**src/rtl/uart_pkg.sv**
```systemverilog
// Shared types and constants for the 8N1 UART transceiver.
package uart_pkg;

  localparam int DATA_BITS            = 8;
  localparam int DEFAULT_CLKS_PER_BIT = 217;

  // Transmit sequencer states.
  typedef enum logic [1:0] {
    TX_IDLE,
    TX_START,
    TX_DATA,
    TX_STOP
  } tx_state_t;

  // Receive sequencer states.
  typedef enum logic [1:0] {
    RX_IDLE,
    RX_START,
    RX_DATA,
    RX_STOP
  } rx_state_t;

endpackage

```
**src/rtl/uart_sync.sv**
```systemverilog
// Two-flop synchronizer for an asynchronous serial line.
// Both stages reset to 1 so an idle (high) line never looks like a start bit.
module uart_sync (
  input  logic clk,
  input  logic rst,
  input  logic d,
  output logic q
);

  logic [1:0] sync_q;

  // Shift the raw input through two flops to resolve metastability.
  always_ff @(posedge clk or posedge rst) begin
    if (rst) begin
      sync_q <= 2'b11;
    end else begin
      sync_q <= {sync_q[0], d};
    end
  end

  assign q = sync_q[1];

endmodule

```
**src/rtl/uart_transceiver.sv**
```systemverilog
// Full-duplex 8N1 UART: independent TX and RX sequencers sharing only clk/rst.
module uart_transceiver
  import uart_pkg::*;
#(
  parameter int CLKS_PER_BIT = DEFAULT_CLKS_PER_BIT
) (
  input  logic                 clk,
  input  logic                 rst,
  output logic                 txd,
  input  logic [DATA_BITS-1:0] tx_data,
  input  logic                 tx_data_valid,
  output logic                 tx_data_ack,
  input  logic                 rxd,
  output logic                 rx_data_fresh,
  output logic [DATA_BITS-1:0] rx_data
);

  localparam int CNT_W = (CLKS_PER_BIT > 1) ? $clog2(CLKS_PER_BIT) : 1;
  localparam int IDX_W = $clog2(DATA_BITS);

  // Terminal counts: a full bit period, and the start-bit mid-point.
  localparam logic [CNT_W-1:0] BIT_LAST  = CNT_W'(CLKS_PER_BIT - 1);
  localparam logic [CNT_W-1:0] HALF_LAST = CNT_W'(CLKS_PER_BIT / 2 - 1);
  localparam logic [IDX_W-1:0] IDX_LAST  = IDX_W'(DATA_BITS - 1);

  // ---------------------------------------------------------------------
  // Transmitter
  // ---------------------------------------------------------------------
  tx_state_t            tx_state_q;
  logic [CNT_W-1:0]     tx_cnt_q;
  logic [IDX_W-1:0]     tx_idx_q;
  logic [DATA_BITS-1:0] tx_shift_q;
  logic                 txd_q;
  logic                 tx_ack_q;

  // TX sequencer: accept a byte, then emit start, 8 data bits LSB first, stop.
  // A request pending at the end of the stop bit is taken straight into the
  // next start bit so held-valid streams run back-to-back with no idle gap.
  always_ff @(posedge clk or posedge rst) begin
    if (rst) begin
      tx_state_q <= TX_IDLE;
      tx_cnt_q   <= '0;
      tx_idx_q   <= '0;
      tx_shift_q <= '0;
      txd_q      <= 1'b1;
      tx_ack_q   <= 1'b0;
    end else begin
      tx_ack_q <= 1'b0;
      case (tx_state_q)
        TX_IDLE: begin
          txd_q    <= 1'b1;
          tx_cnt_q <= '0;
          if (tx_data_valid) begin
            tx_shift_q <= tx_data;
            tx_ack_q   <= 1'b1;
            txd_q      <= 1'b0;
            tx_state_q <= TX_START;
          end
        end
        TX_START: begin
          if (tx_cnt_q == BIT_LAST) begin
            tx_cnt_q   <= '0;
            tx_idx_q   <= '0;
            txd_q      <= tx_shift_q[0];
            tx_state_q <= TX_DATA;
          end else begin
            tx_cnt_q <= tx_cnt_q + CNT_W'(1);
          end
        end
        TX_DATA: begin
          if (tx_cnt_q == BIT_LAST) begin
            tx_cnt_q <= '0;
            if (tx_idx_q == IDX_LAST) begin
              txd_q      <= 1'b1;
              tx_state_q <= TX_STOP;
            end else begin
              tx_idx_q   <= tx_idx_q + IDX_W'(1);
              tx_shift_q <= tx_shift_q >> 1;
              txd_q      <= tx_shift_q[1];
            end
          end else begin
            tx_cnt_q <= tx_cnt_q + CNT_W'(1);
          end
        end
        TX_STOP: begin
          if (tx_cnt_q == BIT_LAST) begin
            tx_cnt_q <= '0;
            if (tx_data_valid) begin
              tx_shift_q <= tx_data;
              tx_ack_q   <= 1'b1;
              txd_q      <= 1'b0;
              tx_state_q <= TX_START;
            end else begin
              tx_state_q <= TX_IDLE;
            end
          end else begin
            tx_cnt_q <= tx_cnt_q + CNT_W'(1);
          end
        end
        default: begin
          tx_state_q <= TX_IDLE;
          txd_q      <= 1'b1;
        end
      endcase
    end
  end

  assign txd         = txd_q;
  assign tx_data_ack = tx_ack_q;

  // ---------------------------------------------------------------------
  // Receiver
  // ---------------------------------------------------------------------
  logic rxd_s;

  uart_sync u_rxd_sync (
    .clk (clk),
    .rst (rst),
    .d   (rxd),
    .q   (rxd_s)
  );

  rx_state_t            rx_state_q;
  logic [CNT_W-1:0]     rx_cnt_q;
  logic [IDX_W-1:0]     rx_idx_q;
  logic [DATA_BITS-1:0] rx_shift_q;
  logic [DATA_BITS-1:0] rx_data_q;
  logic                 rx_fresh_q;
  // Set after a framing error: the line was low at the stop-bit mid-point,
  // and we must see it high again before hunting for the next start bit.
  logic                 rx_brk_q;

  // RX sequencer: find the start edge, confirm it at mid-bit, then sample
  // each following bit one full period later (i.e. at its own mid-point).
  always_ff @(posedge clk or posedge rst) begin
    if (rst) begin
      rx_state_q <= RX_IDLE;
      rx_cnt_q   <= '0;
      rx_idx_q   <= '0;
      rx_shift_q <= '0;
      rx_data_q  <= '0;
      rx_fresh_q <= 1'b0;
      rx_brk_q   <= 1'b0;
    end else begin
      rx_fresh_q <= 1'b0;
      case (rx_state_q)
        RX_IDLE: begin
          rx_cnt_q <= '0;
          rx_brk_q <= 1'b0;
          if (!rxd_s) begin
            rx_state_q <= RX_START;
          end
        end
        RX_START: begin
          if (rx_cnt_q == HALF_LAST) begin
            rx_cnt_q <= '0;
            rx_idx_q <= '0;
            // A line already back high at mid-start was only a glitch.
            rx_state_q <= rxd_s ? RX_IDLE : RX_DATA;
          end else begin
            rx_cnt_q <= rx_cnt_q + CNT_W'(1);
          end
        end
        RX_DATA: begin
          if (rx_cnt_q == BIT_LAST) begin
            rx_cnt_q   <= '0;
            rx_shift_q <= {rxd_s, rx_shift_q[DATA_BITS-1:1]};
            if (rx_idx_q == IDX_LAST) begin
              rx_brk_q   <= 1'b0;
              rx_state_q <= RX_STOP;
            end else begin
              rx_idx_q <= rx_idx_q + IDX_W'(1);
            end
          end else begin
            rx_cnt_q <= rx_cnt_q + CNT_W'(1);
          end
        end
        RX_STOP: begin
          if (rx_brk_q) begin
            if (rxd_s) begin
              rx_brk_q   <= 1'b0;
              rx_state_q <= RX_IDLE;
            end
          end else if (rx_cnt_q == BIT_LAST) begin
            rx_cnt_q <= '0;
            if (rxd_s) begin
              // Leave at mid-stop so a following start bit is not missed.
              rx_data_q  <= rx_shift_q;
              rx_fresh_q <= 1'b1;
              rx_state_q <= RX_IDLE;
            end else begin
              rx_brk_q <= 1'b1;
            end
          end else begin
            rx_cnt_q <= rx_cnt_q + CNT_W'(1);
          end
        end
        default: begin
          rx_state_q <= RX_IDLE;
        end
      endcase
    end
  end

  assign rx_data       = rx_data_q;
  assign rx_data_fresh = rx_fresh_q;

endmodule

```
**config.mk**
```make
export PLATFORM = sky130hd
export DESIGN_NAME = uart_transceiver
export DESIGN_NICKNAME = d
export VERILOG_FILES = /design/src/rtl/uart_pkg.sv /design/src/rtl/uart_sync.sv /design/src/rtl/uart_transceiver.sv
export SDC_FILE = /design/constraint.sdc
export NUM_CORES = 1
export LEC_CHECK = 0
export ABC_AREA = 1
export BUFFER_PORTS_ARGS = -buffer_cell sky130_fd_sc_hd__buf_2
export CAP_MARGIN = 20
export CORE_ASPECT_RATIO = 1.5
export CORE_UTILIZATION = 35
export DETAILED_ROUTE_END_ITERATION = 16
export GPL_ROUTABILITY_DRIVEN = 1
export PLACE_DENSITY = 0.57
export SETUP_SLACK_MARGIN = 0.05
export SYNTH_ARGS = -nofsm -noshare
export SYNTH_HDL_FRONTEND = slang
export SYNTH_SLANG_ARGS = --single-unit
export TNS_END_PERCENT = 1
```
**constraint.sdc**
```tcl
create_clock -name clk -period 1.5 [get_ports clk]
set_input_delay 0.15 -clock clk [delete_from_list [all_inputs] [get_ports clk]]
set_output_delay 0.15 -clock clk [all_outputs]
set_load 0.01 [all_outputs]
```
== Word level (Yosys, flattened, before mapping) ==
Index checks and enable logic that the tools add are counted.

* Add/sub/neg operators: 4
* Eq/ne operators: 25
* Multiplexer cells: 55
* Bitwise operators: 1
* Reductions and logical operators: 16

{| class="wikitable"
|+ Operators by type and width
! operator !! count
|-
| 2-to-1 mux 8 bit || 8
|-
| one-hot mux 8 bit (4 select lines) || 1
|-
| 2-to-1 mux 2 bit || 13
|-
| inequality test 2 bit, second input constant || 13
|-
| one-hot mux 8 bit (3 select lines) || 1
|-
| AND reduction 4 bit || 5
|-
| 2-to-1 mux 1 bit || 18
|-
| 2-to-1 mux 3 bit || 6
|-
| adder 8 x 1 -> 8 bit, second input constant || 2
|-
| == test 8 bit, second input constant || 2
|-
| one-hot mux 2 bit (4 select lines) || 2
|-
| one-hot mux 8 bit (2 select lines) || 1
|-
| one-hot mux 3 bit (2 select lines) || 2
|-
| AND reduction 5 bit || 2
|-
| == test 2 bit, second input constant || 4
|-
| == test 8 x 7 -> 1 bit, second input constant || 1
|-
| adder 3 x 1 -> 3 bit, second input constant || 2
|-
| == test 3 bit, second input constant || 2
|-
| nonzero test 3 bit || 2
|-
| == test 2 x 1 -> 1 bit, second input constant || 2
|-
| logical NOT 2 bit || 2
|-
| one-hot mux 1 bit (4 select lines) || 1
|-
| nonzero test 2 bit || 2
|-
| inequality test 3 bit, second input constant || 1
|-
| 6 further kinds || 6
|}

* Register bits after elaboration: 56
* Input port bits: 12
* Logic and storage cells: 115

== Longest topological paths before layout ==
* Word-level depth: 4
* Gate-level depth with buffers: 10
* Gate-level depth less buffers: 10

== By module ==
From an unflattened synthesis, not the netlist that was laid out.

* Cell total of the unflattened synthesis: 337
* Area total of the unflattened synthesis: 2936.6 µm²

{| class="wikitable"
|+ Modules (own cells, without submodules)
! module !! times used !! cells an instance !! area each (µm²) !! sequential area each (µm²)
|-
| uart_transceiver || 1 || 334 || 2880.3 || 1352.5
|-
| uart_sync || 1 || 3 || 56.3 || 52.6
|}

== Worst setup path before layout ==
OpenSTA, ideal clock, no wires.

* Path kind: register to register
* From: register tx_state_q[0]
* To: register tx_shift_q[1]
* Setup time: 0.122 ns
* Data arrival time: 1.459 ns
* Data required time: 1.378 ns
* Setup slack: -0.081 ns
* Cell stages (with the launch flop): 9
* Path buffers: 2
* Cell sequence: dfrtp_1 inv_1 ha_1 buf_6 a21oi_1 nand3_4 buf_6 nand2_2 o21ai_2

* Cells in the longest elaborated chain, start to end: 3
* Elaborated cells on any way between the ends: 9
* Classes of those cells: 5 x eq/ne; 1 x mux; 3 x reduce/logical

{| class="wikitable"
|+ Ends and longest elaborated chain
! item !! RTL line !! RTL
|-
| start: declaration || uart_transceiver.sv:29 || <nowiki>tx_state_t tx_state_q;</nowiki>
|-
| start signal: assignment || uart_transceiver.sv:41 || <nowiki>tx_state_q <= TX_IDLE;</nowiki>
|-
| start signal: assignment || uart_transceiver.sv:57 || <nowiki>tx_state_q <= TX_START;</nowiki>
|-
| start signal: assignment || uart_transceiver.sv:65 || <nowiki>tx_state_q <= TX_DATA;</nowiki>
|-
| == test 2 bit or logical NOT 2 bit (tied branches) || uart_transceiver.sv:49 || <nowiki>case (tx_state_q)</nowiki>
|-
| inequality test 2 bit (no source line) or nonzero test 3 bit (tied branches) || n/a ||
|-
| AND reduction 4 bit (no source line) || n/a ||
|-
| end signal: assignment || uart_transceiver.sv:54 || <nowiki>tx_shift_q <= tx_data;</nowiki>
|-
| end signal: assignment || uart_transceiver.sv:78 || <nowiki>tx_shift_q <= tx_shift_q >> 1;</nowiki>
|-
| end signal: assignment || uart_transceiver.sv:89 || <nowiki>tx_shift_q <= tx_data;</nowiki>
|-
| end: declaration || uart_transceiver.sv:32 || <nowiki>logic [DATA_BITS-1:0] tx_shift_q;</nowiki>
|}

Parallel ways exist; a longest one is shown, timed or not.
A chain may end at the register's enable or synchronous reset.

== Worst setup path in the final report ==
* From: register rx_idx_q[1]
* To: register rx_state_q[0]

* Cells in the longest elaborated chain, start to end: 3

{| class="wikitable"
|+ Ends and longest elaborated chain
! item !! RTL line !! RTL
|-
| start: declaration || uart_transceiver.sv:125 || <nowiki>logic [IDX_W-1:0] rx_idx_q;</nowiki>
|-
| start signal: assignment || uart_transceiver.sv:172 || <nowiki>rx_idx_q <= rx_idx_q + IDX_W'(1);</nowiki>
|-
| == test 3 bit || uart_transceiver.sv:168 || <nowiki>if (rx_idx_q == IDX_LAST) begin</nowiki>
|-
| inequality test 2 bit (no source line) || n/a ||
|-
| AND reduction 5 bit (no source line) || n/a ||
|-
| end signal: assignment || uart_transceiver.sv:159 || <nowiki>rx_state_q <= rxd_s ? RX_IDLE : RX_DATA;</nowiki>
|-
| end: declaration || uart_transceiver.sv:123 || <nowiki>rx_state_t rx_state_q;</nowiki>
|}

No other way between the ends.

==> metrics <==
diode count=0; CP Class=reg2reg; placed inst area=approximately 0.0033 sq mm; min setup slack post-route=between 0.02 and 0.03 ns; CTS Buffer Depth=2; warnings from Yosys=0; register area share after synthesis=47.8%; number of synthesized flops with an enable pin=0; CP Data Arrival Time=between 1.5 and 2 ns; Highest Clock Rate=0.679 GHz; largest net degree at the start of global routing=22; Ports=23; via count=between 2000 and 2500; DR pass1 iterations=4; worst-margin pin slew=0.515 ns; CTS clock-pin slew for the worst setup and hold paths=0.07 ns; PortBufs=22; Chip Height=114 um; Clk Latency, worst-skew pair=~0.30 ns; initial antenna violation count=0; drt first-iter violations=approximately 120; Detailed Route WL=about 5900 um; r2r endpoint=rx_state_q[0]; critical path endpoint category=flop; Synth top area share=between 40% and 50%; number of global-route vias before repair=2385; Worst VDD drop=approximately 0.80 mV; clk root buf=clkbuf_16; drt drc=0; layout cells sized above 1=about two fifths; delay-heaviest family, CP=simple AND/OR/NAND/NOR gates; Tot GR Track Use=15.3%; CTS Buf Count=5; max cap viols=0; hold path cells=3; GPL Wtd Cong=around 0.81; Pleak=between 1.5 and 2 nW; cell-internal power=roughly 0.0031 W; gr ovfl total=0; switching pwr=between 0.0015 and 0.002 W; Worst Path Required=~1.7 ns; Final Power=between 0.004 and 0.005 W; Via density=4.62; CP max stage cell=dfrtp_1; flop2flop setup slack=approximately 0.026 ns; placed cells=478; Avg Synthesized Cell Area=8.80 sq um; #FFs+latches synth=56; post-route cell area=0.00382 sq mm; post-route clock period utilization=between 90% and 100%; combinational share of power=between 30% and 40%; critical path endpoint=rx_state_q[0]; TritonCTS clock tree=built; Syn Inst Count=between 300 and 400; final cell count without fillers=approximately 500; final-report setup violation count=0; top post-synthesis cells by area=dfrtp_1 (45%), nand2_1 (11%), o21ai_2 (7.2%); Synth Flop Type=dfrtp_1; instance count on the critical path=7; Core Region=approximately 0.008 sq mm; Initial Util=approximately 36%; Critical Path Source=rx_idx_q[1]; FF-to-FF path depth=7; clk sink count=56; most common cell in the netlist=nand2_1; Pwr Density=approximately 1200 mW/mm^2; Seq pwr share=39.7%; Die ar.=approximately 0.0088 sq mm; Async SR Flop Fraction=100%; Slew headroom=65.6%; Synth area leader=dfrtp_1; worst path cell trace=ha_2 > ha_2 > nand3b_1 > nand3_2 > a21oi_4 > nand3_2 > and2_1; Final Hold Viols=0; Tmin final=1.47 ns; worst hold path class=in2reg; nets=415; Hold Slack=between 0.1 and 0.15 ns; Net Count, Synth=around 360; routed length per instance=~12 um; switching power share of the total=between 30% and 40%; row count=40; post-route ant nets=0; status=finished, final reports clean; H-tree depth=2; area delta synth->final=30.1%; Clk network pwr share=25.1%; unrepaired setup endpoints after global routing=true; Worst path max stage delay=~0.36 ns; RR Startpoint=rx_idx_q[1]; post-synthesis cell area=~0.003 sq mm; dpl ws=-0.101 ns; Worst Setup Start Kind=flop; WP buf/inv=0; die width=76.8 um; first-pass GRT wire length=10700 um; Setup Skew=approximately 0.0033 ns; Commonest cells post-synth=nand2_1 (83), dfrtp_1 (53), inv_1 (46), o21ai_2 (24), nor2_1 (20); synth unique cells=30; Max Slew Vio Count=0; CP Max Fanout=3; HPWL Detailed=a little over 4000 um
## layout by cell type (no fill, tap or decap), drive strengths merged
| cell | synthesis | routed |
|---|---|---|
| a21oi | 9 | 9 |
| and2 | 1 | 1 |
| buf | 6 | 52 |
| clkbuf | 0 | 5 |
| clkinv | 0 | 1 |
| clkinvlp | 0 | 2 |
| dfrtp | 53 | 53 |
| dfstp | 3 | 3 |
| dlygate4sd3 | 0 | 2 |
| ha | 13 | 13 |
| inv | 49 | 49 |
| mux2i | 7 | 7 |
| nand2 | 89 | 89 |
| nand3 | 18 | 19 |
| nand3b | 1 | 1 |
| nand4 | 3 | 3 |
| nor2 | 24 | 24 |
| nor3 | 7 | 7 |
| o211ai | 3 | 3 |
| o21ai | 44 | 44 |
| o22ai | 1 | 1 |
| o31ai | 1 | 1 |
| or2 | 1 | 1 |
| xor2 | 1 | 1 |
## registers in the layout (all words and copies together) (netlist names), 2 cells and up, named ones only
register	count
tx_cnt_q	8
u_rxd_sync.sync_q	2
rx_data	8
tx_idx_q	3
rx_cnt_q	8
rx_idx_q	3
rx_shift_q	8
tx_state_q	2
tx_shift_q	8
## worst min path at each step
stage,slack (ns),startpoint,to
2_1_floorplan,0.15,rxd,u_rxd_sync.sync_q[0]
3_3_place_gp,0.22,rst,rx_cnt_q[3]
3_5_place_dp,0.22,rst,rx_cnt_q[3]
4_1_cts,0.1,tx_data[7],tx_shift_q[7]
5_1_grt,0.11,tx_data[7],tx_shift_q[7]
6_report,0.10,tx_data[7],tx_shift_q[7]
## repair_timing
item                       in CTS  in global routing
gates cloned                    2                  0
setup endpoints to repair      41                 51
hold endpoints to repair       18                  0
resized for setup              39                 29
buffers inserted                5                  1
hold buffers                    2                  0
pin swaps                      11                 11
## worst min-delay path, cell delays in order
cell and delay, ns:
buf_2 0.09, nand2_1 0.07, o21ai_2 0.05
## power by group through the flow
stage,combinational (W),sequential (W),clock (W)
finish,0.00167,0.00188,0.00119
global route,0.00186,0.00191,0.00128
CTS,0.00164,0.00188,0.00124
detailed placement,0.00139,0.00189,0
global placement,0.00136,0.00188,0
floorplan,0.00104,0.00187,0
## layout make-up
class	count	area, sq um
fill	752	4240
clock inverter	3	21.3
clock buffer	5	125
sequential	56	1410
multi-input combinational	224	1520
timing repair buffer	54	428
inverter	49	188
tap	105	131
## cells by family after synthesis
| group | synth area share (%) |
|---|---|
| flip-flops | 47.8 |
| AND/OR/NAND/NOR | 22.1 |
| buffers and inverters | 8.43 |
| XOR/XNOR | 0.298 |
| adder cells (fa/ha/maj) | 5.54 |
| multiplexers | 2.39 |
| AO/OA/AOI/OAI | 13.5 |
## metrics by stage
| stage | TNS, ns | util [%] |
|---|---|---|
| 2_1_floorplan | 0 | - |
| 3_3_place_gp | -0.532 | 41.5 |
| 3_5_place_dp | -1.40 | 41.5 |
| 4_1_cts | 0 | 46.3 |
| 5_1_grt | -0.726 | 47.4 |
| 6_report | 0 | 47.4 |
## routing by layer
| layer | vias up | GRT usage, % | part of all wire [%] |
|---|---|---|---|
| met4 | 0 | 7.44 | 2.5 |
| li1 | 1186 | - | - |
| met5 | - | 0 | 0 |
| met2 | 31 | 27.7 | 53 |
| met1 | 1061 | 17.0 | 42 |
| met3 | 12 | 2.87 | 2.8 |
No activity file was read; power rests on OpenSTA's default activity.
